==> config.mk <==
export PLATFORM = sky130hd
export DESIGN_NAME = j_snapread
export DESIGN_NICKNAME = d
export VERILOG_FILES = /design/src/rtl/j_snapread.sv
export SDC_FILE = /design/constraint.sdc
export NUM_CORES = 1
export LEC_CHECK = 0
export CAP_MARGIN = 10
export CORE_UTILIZATION = 43
export DETAILED_ROUTE_END_ITERATION = 7
export GPL_TIMING_DRIVEN = 0
export PLACE_DENSITY = 0.82
export SYNTH_ARGS = -nofsm -noshare
export SYNTH_HDL_FRONTEND = slang
export SYNTH_SLANG_ARGS = --single-unit
==> constraint.sdc <==
create_clock -name sys_clk -period 2.4 [get_ports sys_clk]
set_input_delay 0.48 -clock sys_clk [delete_from_list [all_inputs] [get_ports sys_clk]]
set_output_delay 0.48 -clock sys_clk [all_outputs]
set_load 0.005 [all_outputs]
==> src/rtl/j_snapread.sv <==
// ---------------------------------------------------------------------------
// j_snapread
// Bus-side reader for Jerry's enable-latched 32-bit status/counter registers.
// Presents the registers over a 16-bit read port. A low-word read snapshots
// the full 32-bit source so that a following high-word read of the same
// register returns a value coherent with the low word. A programmable number
// of wait states is inserted between accepting a read and the ack pulse.
//
// Ports:
//   sys_clk  in   system clock, all state changes on the rising edge
//   reset    in   asynchronous active-high reset
//   src      in   live register values, register i at [32i+31:32i]
//   rd       in   read request strobe (accepted only when idle)
//   addr     in   bit0 = word select (0 low, 1 high), [IBITS:1] = index
//   dout     out  read data, valid with ack and held afterwards
//   ack      out  one-cycle read-complete pulse
//   busy     out  high from the cycle after accept through the ack cycle
//   miss     out  with ack: high read had no matching snapshot
//   dpar     out  even parity of dout (only with J_SNAPREAD_PARITY_EN)
//
// Optional feature macro: J_SNAPREAD_PARITY_EN
//   Adds the dpar output and a 2-bit parity store alongside the snapshot.
// ---------------------------------------------------------------------------
module j_snapread #(
  parameter int NREG     = 4,
  parameter int IBITS    = 2,
  parameter int WAIT_CYC = 1
) (
  input  logic                sys_clk,
  input  logic                reset,
  input  logic [32*NREG-1:0]  src,
  input  logic                rd,
  input  logic [IBITS:0]      addr,
  output logic [15:0]         dout,
  output logic                ack,
  output logic                busy,
  output logic                miss
`ifdef J_SNAPREAD_PARITY_EN
  ,
  output logic                dpar
`endif
);

  typedef enum logic [1:0] {
    S_IDLE = 2'd0,
    S_WAIT = 2'd1,
    S_ACK  = 2'd2
  } state_t;

  localparam int             WAIT_LD_I = (WAIT_CYC > 0) ? (WAIT_CYC - 1) : 0;
  localparam logic [2:0]     WAIT_LD   = WAIT_LD_I[2:0];
  localparam logic [IBITS:0] NREG_W    = (IBITS + 1)'(NREG);

`ifdef J_SNAPREAD_PARITY_EN
  // Even parity of a 16-bit word.
  function automatic logic f_par16(input logic [15:0] d);
    return ^d;
  endfunction
`endif

  state_t             r_state;
  state_t             w_next;
  logic               w_accept;
  logic [2:0]         r_cnt;

  logic [IBITS-1:0]   w_idx;
  logic               w_hi;
  logic               w_in_range;
  logic               w_hit;
  logic [31:0]        w_sel;
  logic [15:0]        w_rdata;
  logic               w_rmiss;

  logic [15:0]        r_rdata;
  logic               r_rmiss;
  logic [31:0]        r_hold;
  logic [IBITS-1:0]   r_tag;
  logic               r_hvalid;

  logic [15:0]        w_dout_src;
  logic               w_miss_src;

  logic [15:0]        r_dout;
  logic               r_ack;
  logic               r_busy;
  logic               r_miss;

`ifdef J_SNAPREAD_PARITY_EN
  logic [1:0]         r_hpar;
  logic               w_rpar;
  logic               r_rpar;
  logic               w_par_src;
  logic               r_dpar;
`endif

  assign w_idx      = addr[IBITS:1];
  assign w_hi       = addr[0];
  assign w_in_range = ({1'b0, w_idx} < NREG_W);
  assign w_hit      = r_hvalid && (r_tag == w_idx);

  // Register select: AND-OR mux over the valid registers; out-of-range gives 0.
  always_comb begin
    w_sel = 32'h0000_0000;
    for (int i = 0; i < NREG; i++) begin
      w_sel = w_sel | (src[32*i +: 32] & {32{w_idx == IBITS'(i)}});
    end
  end

  // Result word and miss flag for the read being accepted this cycle.
  always_comb begin
    w_rdata = 16'h0000;
    w_rmiss = 1'b0;
    if (!w_in_range) begin
      w_rdata = 16'h0000;
      w_rmiss = 1'b0;
    end else if (!w_hi) begin
      w_rdata = w_sel[15:0];
      w_rmiss = 1'b0;
    end else if (w_hit) begin
      w_rdata = r_hold[31:16];
      w_rmiss = 1'b0;
    end else begin
      w_rdata = w_sel[31:16];
      w_rmiss = 1'b1;
    end
  end

`ifdef J_SNAPREAD_PARITY_EN
  // Parity of the accepted word; a snapshot hit reuses the stored parity.
  always_comb begin
    w_rpar = 1'b0;
    if (!w_in_range) begin
      w_rpar = 1'b0;
    end else if (!w_hi) begin
      w_rpar = f_par16(w_sel[15:0]);
    end else if (w_hit) begin
      w_rpar = r_hpar[1];
    end else begin
      w_rpar = f_par16(w_sel[31:16]);
    end
  end
`endif

  // Next-state logic: IDLE -> (WAIT) -> ACK -> IDLE.
  always_comb begin
    w_next   = r_state;
    w_accept = 1'b0;
    case (r_state)
      S_IDLE: begin
        if (rd) begin
          w_accept = 1'b1;
          w_next   = (WAIT_CYC > 0) ? S_WAIT : S_ACK;
        end else begin
          w_next = S_IDLE;
        end
      end
      S_WAIT: begin
        if (r_cnt == 3'd0) begin
          w_next = S_ACK;
        end else begin
          w_next = S_WAIT;
        end
      end
      S_ACK:   w_next = S_IDLE;
      default: w_next = S_IDLE;
    endcase
  end

  // State register.
  always_ff @(posedge sys_clk or posedge reset) begin
    if (reset) begin
      r_state <= S_IDLE;
    end else begin
      r_state <= w_next;
    end
  end

  // Wait-state counter, loaded at accept and counting down in WAIT.
  always_ff @(posedge sys_clk or posedge reset) begin
    if (reset) begin
      r_cnt <= 3'd0;
    end else if (w_accept) begin
      r_cnt <= WAIT_LD;
    end else if ((r_state == S_WAIT) && (r_cnt != 3'd0)) begin
      r_cnt <= r_cnt - 3'd1;
    end else begin
      r_cnt <= r_cnt;
    end
  end

  // Result captured at accept, consumed when entering ACK after wait states.
  always_ff @(posedge sys_clk or posedge reset) begin
    if (reset) begin
      r_rdata <= 16'h0000;
      r_rmiss <= 1'b0;
    end else if (w_accept) begin
      r_rdata <= w_rdata;
      r_rmiss <= w_rmiss;
    end else begin
      r_rdata <= r_rdata;
      r_rmiss <= r_rmiss;
    end
  end

  // Snapshot: a low read captures all 32 bits; a matching high read consumes it.
  always_ff @(posedge sys_clk or posedge reset) begin
    if (reset) begin
      r_hold   <= 32'h0000_0000;
      r_tag    <= '0;
      r_hvalid <= 1'b0;
    end else if (w_accept && w_in_range && !w_hi) begin
      r_hold   <= w_sel;
      r_tag    <= w_idx;
      r_hvalid <= 1'b1;
    end else if (w_accept && w_in_range && w_hi && w_hit) begin
      r_hold   <= r_hold;
      r_tag    <= r_tag;
      r_hvalid <= 1'b0;
    end else begin
      r_hold   <= r_hold;
      r_tag    <= r_tag;
      r_hvalid <= r_hvalid;
    end
  end

`ifdef J_SNAPREAD_PARITY_EN
  // Per-half parity stored with the snapshot, plus parity of the accepted word.
  always_ff @(posedge sys_clk or posedge reset) begin
    if (reset) begin
      r_hpar <= 2'b00;
      r_rpar <= 1'b0;
    end else if (w_accept && w_in_range && !w_hi) begin
      r_hpar <= {f_par16(w_sel[31:16]), f_par16(w_sel[15:0])};
      r_rpar <= w_rpar;
    end else if (w_accept) begin
      r_hpar <= r_hpar;
      r_rpar <= w_rpar;
    end else begin
      r_hpar <= r_hpar;
      r_rpar <= r_rpar;
    end
  end
`endif

  // With no wait states ACK follows IDLE directly, so take the live result.
  assign w_dout_src = (r_state == S_IDLE) ? w_rdata : r_rdata;
  assign w_miss_src = (r_state == S_IDLE) ? w_rmiss : r_rmiss;
`ifdef J_SNAPREAD_PARITY_EN
  assign w_par_src  = (r_state == S_IDLE) ? w_rpar  : r_rpar;
`endif

  // Registered outputs, decoded from the state being entered.
  always_ff @(posedge sys_clk or posedge reset) begin
    if (reset) begin
      r_dout <= 16'h0000;
      r_ack  <= 1'b0;
      r_busy <= 1'b0;
      r_miss <= 1'b0;
    end else if (w_next == S_ACK) begin
      r_dout <= w_dout_src;
      r_ack  <= 1'b1;
      r_busy <= 1'b1;
      r_miss <= w_miss_src;
    end else begin
      r_dout <= r_dout;
      r_ack  <= 1'b0;
      r_busy <= (w_next != S_IDLE);
      r_miss <= 1'b0;
    end
  end

`ifdef J_SNAPREAD_PARITY_EN
  // Parity output, updated together with dout.
  always_ff @(posedge sys_clk or posedge reset) begin
    if (reset) begin
      r_dpar <= 1'b0;
    end else if (w_next == S_ACK) begin
      r_dpar <= w_par_src;
    end else begin
      r_dpar <= r_dpar;
    end
  end

  assign dpar = r_dpar;
`endif

  assign dout = r_dout;
  assign ack  = r_ack;
  assign busy = r_busy;
  assign miss = r_miss;

endmodule
==> impl_metrics.sql, run 1 <==
INSERT INTO impl_metrics (metric_group, metric, value, unit) VALUES
('logic_synthesis', 'syn_avg_cell_area', '13.9', 'um^2'),
('logic_synthesis', 'netlist.area_leader.share', '43.0', '%'),
('final_layout', 'nets', '550', ''),
('logic_synthesis', 'synth-seq-cells', '60', ''),
('worst_hold_path', 'worst_hold_path_type', 'input port to async pin', ''),
('power', 'ir_worst_vdd', '456', 'uV'),
('sta', 'fin_setup_tns', '0', 'ps'),
('sta', 'timing.final.crit_period', '2150', 'ps'),
('sta', 'grt_setup_unrepaired', 'no', ''),
('logic_synthesis', 'dominant_synthesized_flop_cell', 'sky130_fd_sc_hd__dfrtp_1', ''),
('floorplanning', 'die-height', '92.1', 'um'),
('setup_path', 'worstPathRequired', '2650', 'ps'),
('logic_synthesis', 'async_reset_ff_share', '100', '%'),
('run_status', 'result_of_the_run', 'finished, final reports clean', ''),
('setup_path', 'timing.critical_path.from_type', 'input port', ''),
('placement', 'port_buffers', '150', ''),
('final_layout', 'final_layout_size_suffix_gt1_share', '24.8', '%'),
('final_layout', 'num-fill-cells', '568', ''),
('logic_synthesis', 'synth_area', '0.00349', 'mm^2'),
('clock_network', 'cts-htree-levels', '3', ''),
('power', 'power_density', '931', 'mW/mm^2'),
('sta', 'timing.max_slew.rel_slack', '54.4', '%'),
('route', 'dr.first_iter.drc_count', '185', ''),
('setup_path', 'setup_slack_of_the_worst_register_to_register_path', '290', 'ps'),
('final_layout', 'multiInputGateArea', '0.00180', 'mm^2'),
('route', 'final_antenna_net_count', '0', ''),
('clock_network', 'clock_tree_from_tritoncts', 'yes', ''),
('clock_network', 'post-cts-setup-buffer-count', '0', ''),
('clock_network', 'numClockSinks', '60', ''),
('floorplanning', 'fp-row-count', '32', ''),
('clock_network', 'clk_pin_slew_worst_paths', '70', 'ps'),
('route', 'route.detailed.drc', '0', ''),
('sta', 'timing.final.hold_violations', '0', ''),
('setup_path', 'timing.rr.start', 'r_cnt[0]', ''),
('sta', 'setup_viol', '0', ''),
('setup_path', 'worst-r2r-cell-count', '8', ''),
('logic_synthesis', 'synth_nets', '388', ''),
('route', 'wl_per_cell', '18.1', 'um'),
('sta', 'worst-slew-pin-transition', '684', 'ps'),
('logic_synthesis', 'synth.area.top_cells', 'sky130_fd_sc_hd__dfrtp_1 (43%), sky130_fd_sc_hd__mux4_2 (21%), sky130_fd_sc_hd__mux2_2 (6.8%)', ''),
('route', 'routed_wl', '9440', 'um'),
('logic_synthesis', 'share_of_synthesized_area_occupied_by_flip_flops_and_latches', '43.0', '%'),
('grt', 'grt_first_pass_wirelength', '15400', 'um'),
('grt', 'globalRouteOverflowTotal', '0', ''),
('setup_path', 'critical_path.max_fanout', '10', ''),
('logic_synthesis', 'synth-warning-count', '0', ''),
('logic_synthesis', 'synth_edf_count', '0', ''),
('setup_path', 'critPathKind', 'input port to flip-flop', ''),
('final_layout', 'final_design_area_no_fill', '0.00536', 'mm^2'),
('clock_network', 'cts_inserted_buffers', '9', ''),
('setup_path', 'nature_of_the_critical_path_endpoint', 'flip-flop', ''),
('logic_synthesis', 'synthDominantAreaCellType', 'sky130_fd_sc_hd__dfrtp_1', ''),
('floorplanning', 'placeableCoreArea', '0.00781', 'mm^2'),
('route', 'viasPerCell', '5.77', ''),
('final_layout', 'area_delta_synth_final', '53.4', '%'),
('setup_path', 'crit_arrival', '2410', 'ps'),
('grt', 'grt_pass1_vias', '3181', ''),
('power', 'total_leakage_power', '2.11', 'nW'),
('logic_synthesis', 'postSynthCellCount', '252', ''),
('clock_network', 'ctsRootBufferMaster', 'sky130_fd_sc_hd__clkbuf_8', ''),
('route', 'via_count', '3005', ''),
('floorplanning', 'start_util', '44.7', '%'),
('route', 'detail_route.first_pass.iterations', '4', ''),
('clock_network', 'cts-root-to-sink-buffers', '2', ''),
('floorplanning', 'die-area', '0.00849', 'mm^2'),
('sta', 'tcrit_tclk_final', '89.7', '%'),
('clock_network', 'clkLatencyLatePin', '340', 'ps'),
('sta', 'max_clock_freq', '465', 'MHz'),
('clock_network', 'cts_hold_buffers', '0', ''),
('logic_synthesis', 'synth_top_cells_by_count', 'sky130_fd_sc_hd__dfrtp_1 (60), sky130_fd_sc_hd__mux4_2 (32), sky130_fd_sc_hd__mux2_2 (21), sky130_fd_sc_hd__a21oi_1 (17), sky130_fd_sc_hd__o22ai_1 (17)', ''),
('clock_network', 'ctsResizeCount', '0', '');
-- per-layer routing --
layer	track usage (%)	wire length [um]	vias up
met2	39.7	4860	162
li1	-	-	1351
met3	4.81	692	12
met1	29.8	3760	1480
met4	8.98	128	0
met5	0	0	-
-- placed cells by master, fill, tap and decap left out, types with 10 or more instances in the layout --
| cell | n |
|---|---|
| sky130_fd_sc_hd__clkdlybuf4s50_1 | 150 |
| sky130_fd_sc_hd__dfrtp_1 | 60 |
| sky130_fd_sc_hd__mux4_2 | 32 |
| sky130_fd_sc_hd__mux2_2 | 21 |
| sky130_fd_sc_hd__o22ai_1 | 17 |
| sky130_fd_sc_hd__a21oi_1 | 17 |
| sky130_fd_sc_hd__o31ai_1 | 16 |
| sky130_fd_sc_hd__a41oi_1 | 16 |
| sky130_fd_sc_hd__mux2_4 | 13 |
| sky130_fd_sc_hd__buf_2 | 10 |
| sky130_fd_sc_hd__clkbuf_8 | 10 |
-- worst max-delay path: stages --
cell and delay, ps:
sky130_fd_sc_hd__clkdlybuf4s50_1 550, sky130_fd_sc_hd__nor3b_2 570, sky130_fd_sc_hd__clkbuf_1 500, sky130_fd_sc_hd__o22ai_1 150, sky130_fd_sc_hd__a21oi_1 160
-- cell families (layout without fill, tap and decap cells) --
group | count (synthesis) | after routing | synth area share [%]
AOI/OAI and AO/OA | 74 | 74 | 14.5
muxes | 66 | 66 | 33.0
DFF | 60 | 60 | 43.0
buffers and inverters | 34 | 201 | 5.45
and+or+nand+nor | 12 | 12 | 2.36
xor gates and xnor gates | 4 | 4 | 1.00
adders and majority gates | 2 | 2 | 0.716
-- worst paths after layout --
path / endpoint
worst max register to register: dout[8]
worst min register to register: miss
min in group sys_clk: miss
worst max-delay path: r_rdata[2]
worst min-delay path: r_cnt[0]
max in group asynchronous: r_hold[24]
-- final cells by class --
class | count | share of cell area (%)
buffer | 25 | 2.92
clock buffer | 11 | 2.64
clock inverter | 5 | 1.40
inverter | 9 | 0.631
multi-input combinational | 158 | 33.6
sequential | 60 | 28.0
tap | 102 | 2.38
timing repair buffer | 151 | 28.4
-- report_power, final --
| group | switching, W | internal, W | leakage (nW) |
|---|---|---|---|
| logic | 0.000966 | 0.00125 | 1.30 |
| clock network | 0.000388 | 0.000608 | 0.113 |
| registers | 0.000276 | 0.00149 | 0.694 |
-- stage by stage --
stage	setup slack (ps)	total power (W)	util, %	instances
2_1_floorplan	435	0.00307	-	252
3_3_place_gp	-565	0.00388	65.6	504
3_5_place_dp	7.25	0.00398	65.8	505
4_1_cts	290	0.00499	68.6	521
5_1_grt	104	0.00528	68.6	521
6_report	248	0.00499	68.6	521
-- state kept, by name, indices dropped and copies added (netlist names) --
signal / cells
dout: 16
r_hvalid: 1
r_tag: 2
r_hold: 16
busy: 1
ack: 1
miss: 1
r_rmiss: 1
r_cnt: 3
r_rdata: 16
r_state: 2
Power figures use the tool's default switching activity.
==> run 2, diff against run 1 <==
--- a/config.mk
+++ b/config.mk
@@ -5,8 +5,9 @@
 export SDC_FILE = /design/constraint.sdc
 export NUM_CORES = 1
 export LEC_CHECK = 0
-export CAP_MARGIN = 10
+export CAP_MARGIN = 5
 export CORE_UTILIZATION = 43
+export CTS_CLUSTER_DIAMETER = 120
 export DETAILED_ROUTE_END_ITERATION = 7
 export GPL_TIMING_DRIVEN = 0
 export PLACE_DENSITY = 0.82
==> results of run 2 <==
No change in the layout: final DEF, timing and power equal those of run 1.
